`config.mk`:
```
export PLATFORM = sky130hd
export DESIGN_NAME = fact_cu
export DESIGN_NICKNAME = d
export VERILOG_FILES = /design/src/rtl/fact_pkg.sv /design/src/rtl/fact_cyc_cnt.sv /design/src/rtl/fact_cu.sv
export SDC_FILE = /design/constraint.sdc
export NUM_CORES = 1
export LEC_CHECK = 0
export ABC_AREA = 0
export BUFFER_PORTS_ARGS = -buffer_cell sky130_fd_sc_hd__buf_2
export CAP_MARGIN = 20
export CORE_AREA = 8 8 45 47
export DETAILED_ROUTE_END_ITERATION = 6
export DIE_AREA = 0 0 53 55
export GPL_ROUTABILITY_DRIVEN = 0
export PLACE_DENSITY = 0.31
export REMOVE_ABC_BUFFERS = 1
export SYNTH_ARGS = -nofsm -noshare
export SYNTH_HDL_FRONTEND = slang
export SYNTH_SLANG_ARGS = --single-unit
```
`constraint.sdc`:
```
create_clock -name clk -period 2.7 [get_ports clk]
set_input_delay 0.135 -clock clk [delete_from_list [all_inputs] [get_ports clk]]
set_output_delay 0.135 -clock clk [all_outputs]
set_load 0.02 [all_outputs]
```
`src/rtl/fact_pkg.sv`:
```
// Shared types and constants for the factorial control unit.
package fact_pkg;

   typedef enum logic [2:0] {
      S_IDLE  = 3'd0,
      S_INIT  = 3'd1,
      S_CHECK = 3'd2,
      S_MUL   = 3'd3,
      S_DONE  = 3'd4,
      S_ERR   = 3'd5
   } state_e;

   localparam int CYC_W_DEF = 8;

endpackage

```
`src/rtl/fact_cyc_cnt.sv`:
```
// Saturating cycle counter with synchronous clear; used by fact_cu when
// FACT_CU_CYCLE_CNT_EN is defined.
module fact_cyc_cnt #(
   parameter int W = 8
) (
   input  logic         clk,
   input  logic         rst,
   input  logic         clr,
   input  logic         inc,
   output logic [W-1:0] cnt
);

   logic [W-1:0] cnt_q, cnt_d;

   always_comb begin
      cnt_d = cnt_q;
      if (clr)
         cnt_d = '0;
      else if (inc && (cnt_q != {W{1'b1}}))
         cnt_d = cnt_q + 1'b1;
   end

   always_ff @(posedge clk) begin
      if (rst)
         cnt_q <= '0;
      else
         cnt_q <= cnt_d;
   end

   assign cnt = cnt_q;

endmodule

```
`src/rtl/fact_cu.sv`:
```
// Moore control unit for the iterative factorial datapath.
// Optional cycle counter output enabled by macro FACT_CU_CYCLE_CNT_EN.
module fact_cu
   import fact_pkg::*;
#(
   parameter int CYC_W = CYC_W_DEF
) (
   input  logic             clk,
   input  logic             rst,
   input  logic             go,
   input  logic             gt_in,
   input  logic             gt_fact,
   output logic             load_cnt,
   output logic             en,
   output logic             sel_1,
   output logic             load_reg,
   output logic             sel_2,
   output logic             done,
`ifdef FACT_CU_CYCLE_CNT_EN
   output logic             err,
   output logic [CYC_W-1:0] cycles
`else
   output logic             err
`endif
);

   state_e state_q, state_d;

   always_comb begin
      state_d = state_q;
      unique case (state_q)
         S_IDLE:  if (go) state_d = gt_in ? S_ERR : S_INIT;
         S_INIT:  state_d = S_CHECK;
         S_CHECK: state_d = gt_fact ? S_MUL : S_DONE;
         S_MUL:   state_d = S_CHECK;
         S_DONE:  if (!go) state_d = S_IDLE;
         S_ERR:   if (!go) state_d = S_IDLE;
         default: state_d = S_IDLE;
      endcase
   end

   always_ff @(posedge clk) begin
      if (rst)
         state_q <= S_IDLE;
      else
         state_q <= state_d;
   end

   // Outputs depend on the registered state alone.
   always_comb begin
      load_cnt = 1'b0;
      en       = 1'b0;
      sel_1    = 1'b0;
      load_reg = 1'b0;
      sel_2    = 1'b0;
      done     = 1'b0;
      err      = 1'b0;
      unique case (state_q)
         S_INIT: begin
            load_cnt = 1'b1;
            load_reg = 1'b1;
         end
         S_MUL: begin
            load_reg = 1'b1;
            sel_1    = 1'b1;
            en       = 1'b1;
         end
         S_DONE: begin
            sel_2 = 1'b1;
            done  = 1'b1;
         end
         S_ERR:   err = 1'b1;
         default: ;
      endcase
   end

`ifdef FACT_CU_CYCLE_CNT_EN
   logic cnt_clr, cnt_inc;

   // Clear on the edge that enters INIT; count every cycle spent computing.
   assign cnt_clr = (state_q == S_IDLE) && (state_d == S_INIT);
   assign cnt_inc = (state_q == S_INIT) || (state_q == S_CHECK) || (state_q == S_MUL);

   fact_cyc_cnt #(
      .W (CYC_W)
   ) u_cyc_cnt (
      .clk (clk),
      .rst (rst),
      .clr (cnt_clr),
      .inc (cnt_inc),
      .cnt (cycles)
   );
`endif

endmodule

```
# Word-level counts from Yosys, hierarchy flattened
# Cells that the tools add are included.
dict set report totals {
  n_memories 0
  latchBits 0
  reg_bits 3
  input_bits 5
  mem_bits_ro 0
  elab_cells 22
  mem_bits_rw 0
}
dict set report classes {
  add_sub_neg 0
  reduce_logical 4
  mul 0
  n_bitwise 0
  shifts 0
  order_cmp 0
  eq_ne 7
  div_mod_pow 0
  muxes 10
}
# cell n
set ops {}
lappend ops {{$mux W3} 4}
lappend ops {{$pmux W3 S4} 1}
lappend ops {{$eq A3 B2 Y1 const B} 2}
lappend ops {{$eq A3 B3 Y1 const B} 2}
lappend ops {{$mux W1} 5}
lappend ops {{$ne A2 B2 Y1 const B} 2}
lappend ops {{$reduce_or A2 Y1} 2}
lappend ops {{$eq A3 B1 Y1 const B} 1}
lappend ops {{$logic_not A3 Y1} 1}
lappend ops {{$reduce_and A2 Y1} 1}

# Depth between registers and ports, before layout
dict set report depth {
  ltp_word 4
  mapped_depth 3
}

# Worst setup path after synthesis
# OpenSTA, ideal clock, no wires.
dict set report synth_timing {
  kind {register to output}
  from {register state_q[0]}
  to {output sel_1}
  arrival_time_ps 1246
  path_stages_with_launch 4
  setup_slack_ps 1319
  required_time_ps 2565
  cell_sequence {dfxtp_1 > nor2b_1 > and2_2 > buf_4}
}
dict set report synth_between {
  elab_chain_cells 2
}
# item line
set synth_lines {}
lappend synth_lines {{start: declaration} fact_cu.sv:27} ;# state_e state_q, state_d;
lappend synth_lines {{start signal: assignment} fact_cu.sv:46} ;# state_q <= state_d;
lappend synth_lines {{$eq A3 B2 Y1} -}
lappend synth_lines {{$mux W1} -}
lappend synth_lines {{end: declaration} fact_cu.sv:15} ;# output logic sel_1,
# No other way between the ends.

# Final worst setup path
dict set report layout_timing {
  from {register state_q[1]}
  to {output done}
}
dict set report layout_between {
  elab_chain_cells 2
}
# item line
set layout_lines {}
lappend layout_lines {{$eq A3 B3 Y1} fact_cu.sv:58} ;# unique case (state_q)
lappend layout_lines {{$mux W1} fact_cu.sv:58}
lappend layout_lines {{end: declaration} fact_cu.sv:18} ;# output logic done,
# No other way between the ends.

==> impl_metrics.ini <==
[pwr]
ir_worst_vdd_mv = 0.2230
power-per-cell-area_nw_per_um2 = 600.4
total_leakage_power_nw = 0.1317

[floorplan]
num_io_pins = 12
dieHeight_um = 55
core_region_area_um2 = 1384
die-width_um = 53
initial_core_util = 0.1320
die_area_um2 = 2915
row_count = 14

[status]
result_of_the_run = finished clean

[worst_setup_path]
crit_arrival_ps = 1210
worstPathCellList = and2b_2 > nor2b_1 > buf_2
required_ps = 2570
timing.critical_path.max_delay_family = flip-flops
worst_path_largest_cell_delay_ps = 420
critical_path_class = reg -> out
worst_setup_path_start_kind = register
count_of_buffering_cells_on_the_critical_path_with_inverters_included = 1
critical_path.endpoint_type = output port
slowest_stage = sky130_fd_sc_hd__dfxtp_1
crit_fanout = 7

[synthesis]
syn_area_um2 = 182.7
synth.top_cells.by_area = sky130_fd_sc_hd__dfxtp_1, sky130_fd_sc_hd__a21oi_1, sky130_fd_sc_hd__and2b_2
synthesis.yosys.warnings = 0
synth-seq-area-share = 0.3288
synth.avg_cell_area_um2 = 8.303
synth_largest_type_area_fraction = 0.3288
synthArstFlopShare = 0
edff_count_synth = 0
unique_cell_type_count_in_the_yosys_netlist = 13
post-synth-top-count-cell = sky130_fd_sc_hd__a21oi_1
synth_ff_type = sky130_fd_sc_hd__dfxtp_1
postSynthRegisterBits = 3
synthDominantAreaCellType = sky130_fd_sc_hd__dfxtp_1
post_synthesis_cell_count = 22
synth.top_cells.by_count = sky130_fd_sc_hd__a21oi_1, sky130_fd_sc_hd__dfxtp_1

[global_routing]
overflow = 0
antenna_violations_before_repair = 0
grt_max_degree = 9
global_route.usage.total = 0.03823
wire_length_of_the_first_global_routing_pass_um = 779
vias_in_the_first_global_route = 190

[cells_and_area]
layout_area_overhead_pct = 47.26
largest_register_ffs = 3
utilization = 0.1944
multiInputGateArea_um2 = 107.6
stdcell_area_um2 = 269.0
fraction_of_layout_cells_with_a_size_suffix_above_1 = 0.4857
finish.cell_count_without_fillers = 51
seq_area_um2 = 60.06
num-nets-final = 41
fill_cells = 170
layout_top_registers = state_q: 3 flops
antenna_fix_cells = 0
top_register = state_q

[detailed_routing]
drtPass1Iterations = 3
first_iter_violations = 1
via_count = 190
routed_wirelength_um = 470
detail-route-antenna-nets = 0
drc_errors = 0
wire_length_per_cell_after_detailed_routing_um = 9.216
drt-vias-per-instance = 3.725

[sta]
finish_stage_setup_viols = 0
period_share = 0.4971
timing.final.hold_violations = 0
grt_setup_unrepaired = false
timing_worst_slew_pin_value_ps = 250.2
drv_slew = 0
setup_total_negative_slack_ps = 0
final.setup_skew_ps = 1.578
timing.slew.headroom = 0.8308
post-route-worst-setup-slack_ps = 1358
max_freq_mhz = 745.1
final_min_period_ps = 1342

[clocking]
cts_inserted_buffers = 3
cts.clk_slew.worst_paths_ps = 40
clock_tree.buffer_depth = 2
post_cts_buffers = 0
resized_after_cts = 0
tritoncts = done
cts_htree_levels = 1
postCtsHoldBufs = 0
worst_skew_pair.late_latency_ps = 230
library_cell_used_as_clock_root_buffer = sky130_fd_sc_hd__clkbuf_4
clock_sinks = 3

[placed_design]
port_buffers = 11
placedCellCount = 47
place_area_um2 = 242.7
dp_slack_ps = 1592

[job]
drv_cap = 0

[hold_path]
min_path_type = in -> reg
## placed cells by master, fill, tap and decap left out, types with 2 or more instances in the layout
master / instances
sky130_fd_sc_hd__a21oi_1: 4
sky130_fd_sc_hd__and2b_2: 2
sky130_fd_sc_hd__buf_2: 11
sky130_fd_sc_hd__clkbuf_4: 3
sky130_fd_sc_hd__dfxtp_1: 3
sky130_fd_sc_hd__nand3_1: 2
sky130_fd_sc_hd__nor2b_1: 2
## where the power goes
| part | total, mW | switching, mW | internal [mW] |
|---|---|---|---|
| registers | 0.0534 | 0.00521 | 0.0482 |
| clock network | 0.0768 | 0.0215 | 0.0553 |
| logic | 0.0313 | 0.0171 | 0.0143 |
| total | 0.162 | 0.0438 | 0.118 |
## logic make-up after synthesis
| group | after synthesis | share of synthesized area |
|---|---|---|
| buffers and inverters | 2 | 0.08217 |
| AND/OR/NAND/NOR | 12 | 0.4247 |
| flip-flops | 3 | 0.3288 |
| AO/OA/AOI/OAI | 4 | 0.1096 |
| multiplexers | 1 | 0.05480 |
## area by class of cell
cell class	count	area share
well taps	16	0.07442
repair buffers	11	0.2047
multi-input cells	17	0.4000
clock buffers	4	0.09767
flip-flops and latches	3	0.2233
## routing by layer
metal	part of all wire	track usage	up-vias
li1	-	-	101
met1	0.43	0.03945	79
met2	0.35	0.04492	10
met3	0.23	0.04813	0
met4	0	0.01293	0
met5	0	0	-
## worst paths after layout
kind / start / end / slack (ps) / cells after the start
setup reg to reg: state_q[1] / state_q[2] / 1680 / 3
hold reg to reg: state_q[2] / state_q[1] / 490 / 1
hold / removal: rst / state_q[0] / 100 / 2
setup / recovery: state_q[1] / done / 1360 / 3
## per-stage QoR
stage	total power, mW	hold WS [ps]
2_1_floorplan	0.07355	204.1
5_1_grt	0.1778	99.23
3_3_place_gp	0.08674	338.5
4_1_cts	0.1676	95.14
6_report	0.1615	98.87
3_5_place_dp	0.08609	341.3
Power figures use the tool's default switching activity.
